## config.mk

```make
export PLATFORM = sky130hd
export DESIGN_NAME = tlb_page_walker
export DESIGN_NICKNAME = d
export VERILOG_FILES = /design/src/rtl/tlb_page_walker.sv
export SDC_FILE = /design/constraint.sdc
export NUM_CORES = 1
export LEC_CHECK = 0
export ABC_AREA = 1
export CAP_MARGIN = 5
export CORE_MARGIN = 2
export CORE_UTILIZATION = 25
export CTS_CLUSTER_DIAMETER = 40
export DETAILED_ROUTE_END_ITERATION = 12
export GPL_TIMING_DRIVEN = 0
export HOLD_SLACK_MARGIN = 0.05
export SLEW_MARGIN = 20
export SYNTH_ARGS = -nofsm -noshare
export SYNTH_HDL_FRONTEND = slang
export SYNTH_SLANG_ARGS = --single-unit
```

## constraint.sdc

```tcl
create_clock -name clk -period 4.4 [get_ports clk]
set_input_delay 0.88 -clock clk [delete_from_list [all_inputs] [get_ports clk]]
set_output_delay 0.88 -clock clk [all_outputs]
set_load 0.01 [all_outputs]
```

## src/rtl/tlb_page_walker.sv

```systemverilog
// Two-level page-table walker: fetches PDE then PTE over a single-outstanding read
// port and emits a one-cycle TLB update, or a directory-fault completion.
module tlb_page_walker #(
  parameter int ASID_WIDTH    = 8,
  parameter int PAGE_NUM_BITS = 20
) (
  input  logic                     clk,
  input  logic                     reset,
  input  logic                     walk_req_valid,
  output logic                     walk_req_ready,
  input  logic [PAGE_NUM_BITS-1:0] walk_vpage_idx,
  input  logic [ASID_WIDTH-1:0]    walk_asid,
  input  logic [31:0]              page_dir_base,
  input  logic                     walk_abort,
  output logic                     mem_read_en,
  output logic [31:0]              mem_read_addr,
  input  logic                     mem_read_ready,
  input  logic                     mem_read_valid,
  input  logic [31:0]              mem_read_data,
  output logic                     tlb_update_en,
  output logic [PAGE_NUM_BITS-1:0] tlb_update_vpage_idx,
  output logic [ASID_WIDTH-1:0]    tlb_update_asid,
  output logic [PAGE_NUM_BITS-1:0] tlb_update_ppage_idx,
  output logic                     tlb_update_present,
  output logic                     tlb_update_exe_writable,
  output logic                     tlb_update_supervisor,
  output logic                     tlb_update_global,
  output logic                     walk_done,
  output logic                     walk_fault
);

  typedef enum logic [2:0] {
    IDLE, PDE_REQ, PDE_WAIT, PTE_REQ, PTE_WAIT, UPDATE, FAULT, DRAIN
  } state_e;

  state_e                   state_q, state_d;
  logic [PAGE_NUM_BITS-1:0] vpage_q, vpage_d;
  logic [ASID_WIDTH-1:0]    asid_q, asid_d;
  logic [PAGE_NUM_BITS-1:0] base_q, base_d;
  logic [PAGE_NUM_BITS-1:0] pde_q, pde_d;
  logic [PAGE_NUM_BITS-1:0] ppage_q, ppage_d;
  logic [3:0]               attr_q, attr_d;

  logic unusedBits;
  assign unusedBits = ^{page_dir_base[11:0], mem_read_data[11:4]};

  always_ff @(posedge clk or negedge reset) begin
    if (!reset) begin
      state_q <= IDLE;
      vpage_q <= '0;
      asid_q  <= '0;
      base_q  <= '0;
      pde_q   <= '0;
      ppage_q <= '0;
      attr_q  <= '0;
    end else begin
      state_q <= state_d;
      vpage_q <= vpage_d;
      asid_q  <= asid_d;
      base_q  <= base_d;
      pde_q   <= pde_d;
      ppage_q <= ppage_d;
      attr_q  <= attr_d;
    end
  end

  // An abort with the read already handed to memory must drain its response first.
  always_comb begin
    state_d = state_q;
    vpage_d = vpage_q;
    asid_d  = asid_q;
    base_d  = base_q;
    pde_d   = pde_q;
    ppage_d = ppage_q;
    attr_d  = attr_q;
    unique case (state_q)
      IDLE: begin
        if (walk_req_valid && walk_req_ready) begin
          vpage_d = walk_vpage_idx;
          asid_d  = walk_asid;
          base_d  = page_dir_base[31:12];
          state_d = PDE_REQ;
        end
      end
      PDE_REQ, PTE_REQ: begin
        if (walk_abort) begin
          state_d = mem_read_ready ? DRAIN : IDLE;
        end else if (mem_read_ready) begin
          state_d = (state_q == PDE_REQ) ? PDE_WAIT : PTE_WAIT;
        end
      end
      PDE_WAIT: begin
        if (mem_read_valid) begin
          if (walk_abort) begin
            state_d = IDLE;
          end else begin
            pde_d   = mem_read_data[31:12];
            state_d = mem_read_data[0] ? PTE_REQ : FAULT;
          end
        end else if (walk_abort) begin
          state_d = DRAIN;
        end
      end
      PTE_WAIT: begin
        if (mem_read_valid) begin
          if (walk_abort) begin
            state_d = IDLE;
          end else begin
            ppage_d = mem_read_data[31:12];
            attr_d  = mem_read_data[3:0];
            state_d = UPDATE;
          end
        end else if (walk_abort) begin
          state_d = DRAIN;
        end
      end
      UPDATE, FAULT: state_d = IDLE;
      DRAIN: begin
        if (mem_read_valid) begin
          state_d = IDLE;
        end
      end
      default: state_d = IDLE;
    endcase
  end

  assign walk_req_ready = (state_q == IDLE) && !walk_abort;
  assign mem_read_en    = (state_q == PDE_REQ) || (state_q == PTE_REQ);

  always_comb begin
    mem_read_addr = '0;
    if (state_q == PDE_REQ) begin
      mem_read_addr = {base_q, vpage_q[19:10], 2'b00};
    end else if (state_q == PTE_REQ) begin
      mem_read_addr = {pde_q, vpage_q[9:0], 2'b00};
    end
  end

  assign tlb_update_en           = (state_q == UPDATE) && !walk_abort;
  assign walk_done               = ((state_q == UPDATE) || (state_q == FAULT)) && !walk_abort;
  assign walk_fault              = (state_q == FAULT) && !walk_abort;
  assign tlb_update_vpage_idx    = vpage_q;
  assign tlb_update_asid         = asid_q;
  assign tlb_update_ppage_idx    = ppage_q;
  assign tlb_update_present      = attr_q[0];
  assign tlb_update_exe_writable = attr_q[1];
  assign tlb_update_supervisor   = attr_q[2];
  assign tlb_update_global       = attr_q[3];

  // Read data may only arrive while a read is genuinely outstanding.
  memValidInWait: assert property (@(posedge clk) disable iff (!reset)
    mem_read_valid |-> (state_q inside {PDE_WAIT, PTE_WAIT, DRAIN}));

endmodule
```

# Word-level counts from Yosys, hierarchy flattened
# Cells that the tools add are included.
# classes
eq_ne,10
n_mux,15
bitwise,1
n_reduce_logical,15
# ops
cell,count
32-bit two-way mux,2
3-bit two-way mux,12
3-bit one-hot mux with 6 select lines,1
"3-bit == test, second input constant",4
3-bit AND reduction,3
"3-bit by 2-bit == test with 1-bit output, second input constant",2
1-bit logical AND,5
"2-bit != test, second input constant",2
2-bit OR reduction,2
"3-bit by 1-bit == test with 1-bit output, second input constant",1
3-bit logical NOT,1
"3-bit != test, second input constant",1
1-bit logical OR,2
2-bit AND reduction,1
1-bit logical NOT,1
1-bit NOT,1
# totals
reg_bits,95
out_inout_bits,89

# Longest topological paths before layout
# depth
word_depth,5
mapped_depth,9
mapped_depth_nobuf,8

# Least setup slack after synthesis
# Ideal clock, no wire load.
# synth_path
path_type,input to output
start,input port walk_abort
end,output port walk_done
arrival_ns,1.482
setup_slack_ns,2.038
stages,4
cell_sequence,buf_2 inv_1 nand2_1 a21oi_1
# synth_between
elab_chain_cells,2
# synth_rtl
element,line,text
"start, declared",14,"input logic walk_abort,"
1-bit logical NOT,140,assign walk_done = ((state_q == UPDATE) || (state_q == FAULT)) && !walk_abort;
1-bit logical AND,140,
"end, declared",28,"output logic walk_done,"
# No other way between the ends.

# Worst setup path after layout
# layout_path
start,register state_q[2]
end,output port mem_read_addr[17]
# layout_between
elab_chain_cells,3
# layout_rtl
element,line,text
"start, declared",36,"state_e state_q, state_d;"
"start signal, assigned",57,state_q <= state_d;
3-bit by 2-bit == test with 1-bit output,134,end else if (state_q == PTE_REQ) begin
32-bit two-way mux,134,
32-bit two-way mux *,132,if (state_q == PDE_REQ) begin
"end, declared",16,"output logic [31:0] mem_read_addr,"
# Mark *: on every way between the ends. The rest lies on a longest branch, timed or not.

==> metrics.yaml <==
drtIter0Drc: 204
crit_arrival_ns: 2.33
clock.fmax_mhz: 311
drc: 0
drt_pass1_iterations: 4
place_area_sq_um: 6470
nets: 821
ctsResizeCount: 0
final_util_pct: 37.9
via_per_inst: 4.31
area_growth_pct: 49.6
final_hold_viol_count: 0
start_util_pct: 25.3
min_path_type: "input port to async pin"
reg2regPathDepth: 6
cts-root-buf: "clkbuf_16"
antenna_found_initial: 0
core_area_sq_um: 17800
cts_tree: "built"
p_per_area_nw_per_um2: 616
diodes: 0
pin_count: 187
dieWidth_microns: 138
syn_area_sq_um: 4520
yosys.area.top_type: "dfrtp_1"
skew_ns: 0.00473
insertion_delay_ns: 0.34
post_cts_buffers: 0
cp_max_fo: 10
rows: 49
die_area_sq_um: 19200
clk_pin_slew_ns: 0.07
grt_pass1_wl_microns: 22200
fillers: 1821
io_buffers: 163
slew_viol_final: 0
grtUsageTotal_pct: 14.6
r2r_end: "base_q[3]"
cap_violations: 0
dp_hpwl_microns: 10300
p_leak_nw: 3.31
post_synth.cell_area_avg_sq_um: 8.26
regArea_sq_um: 2380
design_area_sq_um: 6760
place_inst: 941
period_share_pct: 73.0
postCtsHoldBufs: 0
ys_seq_area_share_pct: 52.6
antenna_left: 0
cts_inserted_buffers: 9
worst_hold_slack_ns: 0.472
overflow: 0
ys_types: 22
crit_type: "flip-flop to output pin"
multi_input_area_sq_um: 1780
crit_required_ns: 3.52
fin_crit_ns: 3.21
rsz0062_at_grt: "false"
clk_path_buf_depth: 2
rrSetupSlack_ns: 2.85
num_vias: 4120
stdcell_count: 957
htreeDepth: 3
outcome: "completed"
synth_top_area_share_pct: 52.6
wl_per_cell_microns: 14.4
worstReg2RegStart: "state_q[1]"
gp_congestion: 0.788
ys_ff_latch: 95
clock-sinks: 95
grt_max_degree: 49
final-setup-viol-count: 0
routed_wirelength_microns: 13800
peakVddDrop_uv: 236
fp.dieH_microns: 138
layout-drive-gt1-share_pct: 11.7
first_global_vias: 4102
synthCells: 547
cp-end-kind: "output pin"
synth.area.top_cells: "dfrtp_1, nand2_1, nand3_1"
yosysWarnings: 0
totalPowerFinal_w: 0.00417
cp-start-kind: "flip-flop"
-- placed cells by master, fill, tap and decap left out, types with 4 or more instances in the layout --
cell type,synthesis,final
nand3_1,75,75
buf_6,12,13
clkdlybuf4s50_1,0,162
nor2_1,5,5
nand2_1,247,247
o21ai_1,12,12
buf_4,4,4
o21ai_2,29,29
dfrtp_1,95,95
buf_2,11,11
nor2_4,5,5
clkbuf_1,7,10
inv_1,30,30
clkbuf_16,0,9
-- state kept, by name (all words and copies together) (netlist names) --
signal,count
state_q,3
tlb_update_vpage_idx,20
base_q,20
tlb_update_asid,8
tlb_update_ppage_idx,20
attr_q,4
pde_q,20
-- synth_stat cells --
library cell  instances
nand2_2               2
buf_2                11
nand2_4               1
nor2_1                5
nand2_1             247
clkbuf_1              7
nand3_1              75
o21ai_0               1
inv_1                30
a21oi_1               3
nand3_2               1
o21ai_2              29
dfrtp_1              95
conb_1                1
o21ai_1              12
nor2_4                5
a21boi_1              1
buf_4                 4
inv_2                 3
a21oi_2               1
nor2_2                1
buf_6                12
-- routing by layer --
metal / GRT usage [%] / part of all wire, % / wire (microns)
met1: 19.5 / 46 / 6350
met2: 23.0 / 46 / 6340
met3: 3.46 / 5.9 / 813
met4: 5.48 / 2.2 / 308
met5: 0 / 0 / 0
-- stage by stage --
| step | worst slack [ns] | setup TNS, ns |
|---|---|---|
| 6_report | 1.19 | 0 |
| 5_1_grt | 1.01 | 0 |
| 4_1_cts | 1.13 | 0 |
| 3_5_place_dp | 1.52 | 0 |
| 3_3_place_gp | -1.42 | -133.70 |
| 2_1_floorplan | 2.04 | 0 |
-- logic make-up after synthesis --
kind of cell           count (synthesis)  share of synthesized area (%)
AO/OA/AOI/OAI                         47                           7.75
buffers and inverters                 67                           8.20
flip-flops                            95                           52.6
other                                  1                         0.0830
AND/OR/NAND/NOR                      337                           31.4
-- layout make-up --
type | instances | area share (%)
clock buffer | 13 | 3.70
buffer | 34 | 3.64
multi-input combinational | 386 | 26.3
tap | 229 | 4.24
inverter | 33 | 1.83
timing repair buffer | 164 | 24.6
clock inverter | 3 | 0.629
sequential | 95 | 35.2
-- worst max-delay path by stage --
| stage | start | cells after the start | slack, ns | end |
|---|---|---|---|---|
| 2_1_floorplan | walk_abort | 4 | 2.04 | walk_done |
| 3_3_place_gp | reset | 1 | -1.42 | base_q[18] |
| 3_5_place_dp | walk_abort | 5 | 1.52 | walk_done |
| 4_1_cts | state_q[0] | 6 | 1.13 | mem_read_addr[14] |
| 5_1_grt | state_q[0] | 6 | 1.01 | mem_read_addr[15] |
| 6_report | state_q[2] | 6 | 1.19 | mem_read_addr[17] |
-- worst max-delay path, stage by stage (launching register included) --
cell,delay (ns)
dfrtp_1,0.47
inv_2,0.15
buf_6,0.18
clkbuf_1,0.40
nand3_1,0.16
nand2_1,0.09
clkdlybuf4s50_1,0.54
-- power breakdown --
part | switching [W] | internal, W
Combinational | 0.000881 | 0.000943
Clock | 0.000339 | 0.000457
Sequential | 0.000268 | 0.00128
Total | 0.00149 | 0.00268
(Power assumes the default switching activity.)
